<file path="config.mk">
export PLATFORM = sky130hd
export DESIGN_NAME = snn_mem_loader
export DESIGN_NICKNAME = d
export VERILOG_FILES = /design/src/rtl/snn_mem_loader.sv
export SDC_FILE = /design/constraint.sdc
export NUM_CORES = 1
export LEC_CHECK = 0
export CAP_MARGIN = 20
export CORE_MARGIN = 4
export CORE_UTILIZATION = 41
export CTS_CLUSTER_DIAMETER = 120
export DETAILED_ROUTE_END_ITERATION = 8
export GPL_ROUTABILITY_DRIVEN = 0
export PLACE_DENSITY = 0.67
export SYNTH_ARGS = -nofsm -noshare
export SYNTH_HDL_FRONTEND = slang
export SYNTH_SLANG_ARGS = --single-unit
</file>
<file path="constraint.sdc">
create_clock -name clk -period 2.05 [get_ports clk]
set_input_delay 0.5125 -clock clk [delete_from_list [all_inputs] [get_ports clk]]
set_output_delay 0.5125 -clock clk [all_outputs]
set_load 0.01 [all_outputs]
</file>
<file path="src/rtl/snn_mem_loader.sv">
// SPI mode-0 slave that streams a command/address header followed by data words
// into the SNN parameter memory write port, with auto-incrementing, wrapping address.
module snn_mem_loader #(
  parameter int M  = 320,
  parameter int N  = 8,
  parameter int AW = $clog2(M)
) (
  input  logic          clk,
  input  logic          rst_n,
  input  logic          spi_sclk,
  input  logic          spi_mosi,
  input  logic          spi_cs_n,
  output logic [AW-1:0] mem_addr,
  output logic [N-1:0]  mem_data,
  output logic          mem_we,
  output logic          busy,
  output logic          loaded,
  output logic          addr_err
);

  localparam int SW = (N > 8) ? N : 8;
  localparam int CW = $clog2(SW + 1);

  typedef enum logic [2:0] {
    IDLE,
    CMD,
    ADDR_HI,
    ADDR_LO,
    DATA,
    IGNORE
  } state_t;

  state_t          state_q, state_d;
  logic            armed_q, armed_d;
  logic [7:0]      hi_q, hi_d;
  logic [AW-1:0]   ptr_q, ptr_d;
  logic [SW-2:0]   shift_q, shift_d;
  logic [CW-1:0]   cnt_q, cnt_d;
  logic            mem_we_q, mem_we_d;
  logic [AW-1:0]   mem_addr_q, mem_addr_d;
  logic [N-1:0]    mem_data_q, mem_data_d;
  logic            loaded_q, loaded_d;
  logic            addr_err_q, addr_err_d;

  logic sclk_s1_q, sclk_s2_q, sclk_h_q;
  logic mosi_s1_q, mosi_s2_q, mosi_h_q;
  logic cs_s1_q, cs_s2_q, cs_h_q;

  logic            sclk_rise;
  logic            cs_high;
  logic [SW-1:0]   shifted;
  logic [CW-1:0]   cnt_inc;
  logic [CW-1:0]   field_len;
  logic            field_done;
  logic [15:0]     addr16;

  // mosi and cs_n are taken from the history stage so their age matches the sclk edge detector
  always_ff @(posedge clk or negedge rst_n) begin
    if (!rst_n) begin
      sclk_s1_q <= 1'b0;
      sclk_s2_q <= 1'b0;
      sclk_h_q  <= 1'b0;
      mosi_s1_q <= 1'b0;
      mosi_s2_q <= 1'b0;
      mosi_h_q  <= 1'b0;
      cs_s1_q   <= 1'b0;
      cs_s2_q   <= 1'b0;
      cs_h_q    <= 1'b0;
    end else begin
      sclk_s1_q <= spi_sclk;
      sclk_s2_q <= sclk_s1_q;
      sclk_h_q  <= sclk_s2_q;
      mosi_s1_q <= spi_mosi;
      mosi_s2_q <= mosi_s1_q;
      mosi_h_q  <= mosi_s2_q;
      cs_s1_q   <= spi_cs_n;
      cs_s2_q   <= cs_s1_q;
      cs_h_q    <= cs_s2_q;
    end
  end

  always_ff @(posedge clk or negedge rst_n) begin
    if (!rst_n) begin
      state_q    <= IDLE;
      armed_q    <= 1'b0;
      hi_q       <= '0;
      ptr_q      <= '0;
      shift_q    <= '0;
      cnt_q      <= '0;
      mem_we_q   <= 1'b0;
      mem_addr_q <= '0;
      mem_data_q <= '0;
      loaded_q   <= 1'b0;
      addr_err_q <= 1'b0;
    end else begin
      state_q    <= state_d;
      armed_q    <= armed_d;
      hi_q       <= hi_d;
      ptr_q      <= ptr_d;
      shift_q    <= shift_d;
      cnt_q      <= cnt_d;
      mem_we_q   <= mem_we_d;
      mem_addr_q <= mem_addr_d;
      mem_data_q <= mem_data_d;
      loaded_q   <= loaded_d;
      addr_err_q <= addr_err_d;
    end
  end

  always_comb begin
    state_d    = state_q;
    armed_d    = armed_q;
    hi_d       = hi_q;
    ptr_d      = ptr_q;
    shift_d    = shift_q;
    cnt_d      = cnt_q;
    mem_we_d   = 1'b0;
    mem_addr_d = mem_addr_q;
    mem_data_d = mem_data_q;
    loaded_d   = loaded_q;
    addr_err_d = addr_err_q;

    sclk_rise  = sclk_s2_q & ~sclk_h_q;
    cs_high    = cs_h_q;
    shifted    = {shift_q, mosi_h_q};
    cnt_inc    = cnt_q + 1'b1;
    field_len  = (state_q == DATA) ? CW'(N) : CW'(8);
    field_done = sclk_rise && (cnt_inc == field_len);
    addr16     = {hi_q, shifted[7:0]};

    // After reset a frame is only accepted once cs_n has been seen high
    if (cs_high) begin
      armed_d = 1'b1;
    end

    if (state_q != IDLE && sclk_rise) begin
      shift_d = shifted[SW-2:0];
      cnt_d   = field_done ? '0 : cnt_inc;
    end

    case (state_q)
      IDLE: begin
        cnt_d = '0;
        if (armed_q && !cs_high) begin
          state_d = CMD;
        end
      end
      CMD: begin
        if (field_done) begin
          state_d = (shifted[7:0] == 8'h01) ? ADDR_HI : IGNORE;
        end
      end
      ADDR_HI: begin
        if (field_done) begin
          hi_d    = shifted[7:0];
          state_d = ADDR_LO;
        end
      end
      ADDR_LO: begin
        if (field_done) begin
          if (addr16 < 16'(M)) begin
            ptr_d   = addr16[AW-1:0];
            state_d = DATA;
          end else begin
            addr_err_d = 1'b1;
            state_d    = IGNORE;
          end
        end
      end
      DATA: begin
        if (field_done) begin
          mem_we_d   = 1'b1;
          mem_addr_d = ptr_q;
          mem_data_d = shifted[N-1:0];
          if (ptr_q == AW'(M - 1)) begin
            loaded_d = 1'b1;
            ptr_d    = '0;
          end else begin
            ptr_d = ptr_q + 1'b1;
          end
        end
      end
      IGNORE: begin
      end
      default: begin
        state_d = IDLE;
      end
    endcase

    // A word completing in the same cycle as cs_n rising is still written above
    if (cs_high) begin
      state_d = IDLE;
      cnt_d   = '0;
    end
  end

  assign mem_addr = mem_addr_q;
  assign mem_data = mem_data_q;
  assign mem_we   = mem_we_q;
  assign busy     = armed_q & ~cs_high;
  assign loaded   = loaded_q;
  assign addr_err = addr_err_q;

endmodule

</file>
==> flow_metrics.tcl <==
set metrics [dict create \
    ir_drop_v 0.000740 \
    clock_latency_ns 0.33 \
    cp-start-kind "register" \
    stdcell_area_um2 3360 \
    htree_levels 3 \
    fin_crit_ns 1.95 \
    status "complete, no violations" \
    avgSynthCellArea_um2 12.4 \
    syn_area_um2 2760 \
    syn-num-nets 229 \
    max_slew_margin 0.681 \
    cts_root_buf "clkbuf_8" \
    min_period_over_period 0.950 \
    route.detailed.wl_per_inst_um 15.9 \
    dp_hpwl_um 3700 \
    post_cts_buffers 0 \
    num_io_pins 26 \
    ys_warn_count 0 \
    viasPerCell 5.64 \
    arrival_ns 1.43 \
    finalMaxSlewViolations 0 \
    drtIter0Drc 94 \
    tns_ns 0 \
    worst_slew_pin_slew_ns 0.474 \
    cts_tree "done" \
    overflow 0 \
    chipWidth_um 90.0 \
    port_buffers 25 \
    nets 265 \
    grt_pass1_vias 1975 \
    end_kind "primary output" \
    synth_edf_count 0 \
    placed_area_um2 3160 \
    drive_gt1_frac 0.274 \
    required_ns 1.54 \
    timing.fmax_mhz 514 \
    hp-class "input pin to asynchronous set/reset pin" \
    wirelength_um 5400 \
    fin_worst_skew_ns 0.00654 \
    drv_cap 0 \
    reg2reg_depth 4 \
    synth_largest_type_area_fraction 0.554 \
    core_um2 6420 \
    ys_seq_area_frac 0.554 \
    mostFrequentLayoutCell "dfrtp_1" \
    grt_start_max_net_pins 62 \
    die_h_um 90.0 \
    grt_pass1_wl_um 9490 \
    syn_inst 222 \
    yosysTopAreaCell "dfrtp_1" \
    drc 0 \
    worst-setup-path-type "register to primary output" \
    finalSetupViolCount 0 \
    layout_common_cells "dfrtp_1 (61), mux2_2 (32), clkdlybuf4s50_1 (24), clkbuf_8 (10), buf_4 (10)" \
    synth_cell_types 54 \
    syn2layout_area_growth_pct 21.9 \
    synth_flop_cell "dfrtp_1" \
    leakage_nw 1.55 \
    cts.path.max_buffers 2 \
    clkSlewWorstSetupHoldPaths_ns 0.07 \
    dr.pass1.iters 4 \
    p_per_area_nw_per_um2 895 \
    synthArstFlopShare 1.00 \
    hold_viol_final 0 \
    cts_hold_buf 0 \
    vias 1918 \
    synthTopCellsByArea "dfrtp_1 (55%), mux2_2 (13%), nor3_1 (1.5%), a211oi_1 (1.4%), o31ai_1 (1.4%)" \
    clkSinkCount 61 \
    grt.total_usage 0.146 \
    hold_ws_ns 0.169 \
    cp_max_fo 6 \
    synth.ff_latch_count 61 \
    fp.dieArea_um2 8100 \
    num_rows 29 \
    antenna_cells 0 \
    rsz0062_at_grt "false" \
    antenna_found_initial 0 \
    start_util 0.429 \
    drtAntennaViolNets 0 \
    numCtsBuffers 9 \
]
registers in the layout (all words and copies together), names as in the netlist:
name,cells
addr_err,1
armed_q,1
cnt_q,4
cs_h_q,1
cs_s1_q,1
cs_s2_q,1
hi_q,8
loaded,1
mem_addr,9
mem_data,8
mem_we,1
mosi_h_q,1
mosi_s1_q,1
mosi_s2_q,1
ptr_q,9
sclk_h_q,1
sclk_s1_q,1
sclk_s2_q,1
shift_q,7
state_q,3
power breakdown:
part           switching (W)  total, W  internal (W)
registers           0.000151   0.00145       0.00130
clock network       0.000449   0.00104      0.000591
logic               0.000269  0.000518      0.000249
area by class of cell:
type	instances	area, um^2
Tap cell	77	96.3
Sequential cell	61	1530
Clock inverter	4	47.5
Multi-Input combinational cell	146	1170
Clock buffer	12	145
Inverter	3	11.3
Fill cell	535	3060
Timing Repair Buffer	37	360
metal layers:
metal  wire length (um)  GRT usage  up-vias
li1                   -          -      910
met5                  0          0        -
met2               2470      0.214       44
met1               2570      0.197      953
met3                249     0.0426       11
met4                113     0.0702        0
synthesized netlist by cell type, types with 2 or more instances:
library cell	n
and3_1	2
or2_2	4
nor2b_1	4
mux2i_1	3
dfrtp_1	61
mux2_2	32
nor3_1	8
clkbuf_1	7
nand2_1	7
a21boi_0	2
a211oi_1	5
inv_1	3
o2bb2ai_1	2
a31oi_1	4
nor4_1	5
o21ai_0	6
o211ai_1	2
xor2_1	2
a21oi_1	5
a21o_1	2
o31ai_1	5
nor2_1	9
a22oi_1	2
ha_1	2
or4_1	2
o21a_1	2
buf_2	5
nand3_1	3
cells by family after synthesis:
logic type | Yosys count | share of synthesized area
buffers and inverters | 15 | 0.0227
XOR/XNOR | 3 | 0.00953
adder cells (fa/ha/maj) | 2 | 0.00908
AO/OA/AOI/OAI | 49 | 0.138
flip-flops | 61 | 0.554
AND/OR/NAND/NOR | 56 | 0.121
multiplexers | 36 | 0.146
critical path: stages, from the launching register on:
cell and delay [ns]:
dfrtp_1 0.43, nor2b_1 0.13, clkdlybuf4s50_1 0.54
path summary, 6_finish.rpt:
| kind | from | to | slack, ns |
|---|---|---|---|
| min in group clk | cs_s1_q$_DFF_PN0_ | cs_s2_q$_DFF_PN0_ | 0.35 |
| setup / recovery | cs_h_q$_DFF_PN0_ | busy | 0.10 |
| max in group asynchronous | rst_n | cnt_q[2]$_DFFE_PN0P_ | 1.61 |
| hold / removal | rst_n | mem_data[5]$_DFFE_PN0P_ | 0.17 |
| hold reg to reg | cs_s1_q$_DFF_PN0_ | cs_s2_q$_DFF_PN0_ | 0.35 |
| setup reg to reg | hi_q[4]$_DFFE_PN0P_ | ptr_q[7]$_DFFE_PN0P_ | 0.16 |
repair_timing:
| action | 4_1_cts | 5_1_grt |
|---|---|---|
| gates resized for setup | 0 | 1 |
| hold endpoints to repair | 0 | 0 |
| setup endpoints to repair | 0 | 3 |
through the flow:
stage	power, W	std cells	setup slack (ns)	utilization
2_1_floorplan	0.00179	222	0.149	-
3_3_place_gp	0.00197	324	0.0971	0.492
3_5_place_dp	0.00199	324	0.0560	0.492
4_1_cts	0.00304	340	0.0500	0.522
5_1_grt	0.00319	340	0.0303	0.523
6_report	0.00301	340	0.103	0.523
No activity file was read; power rests on OpenSTA's default activity.
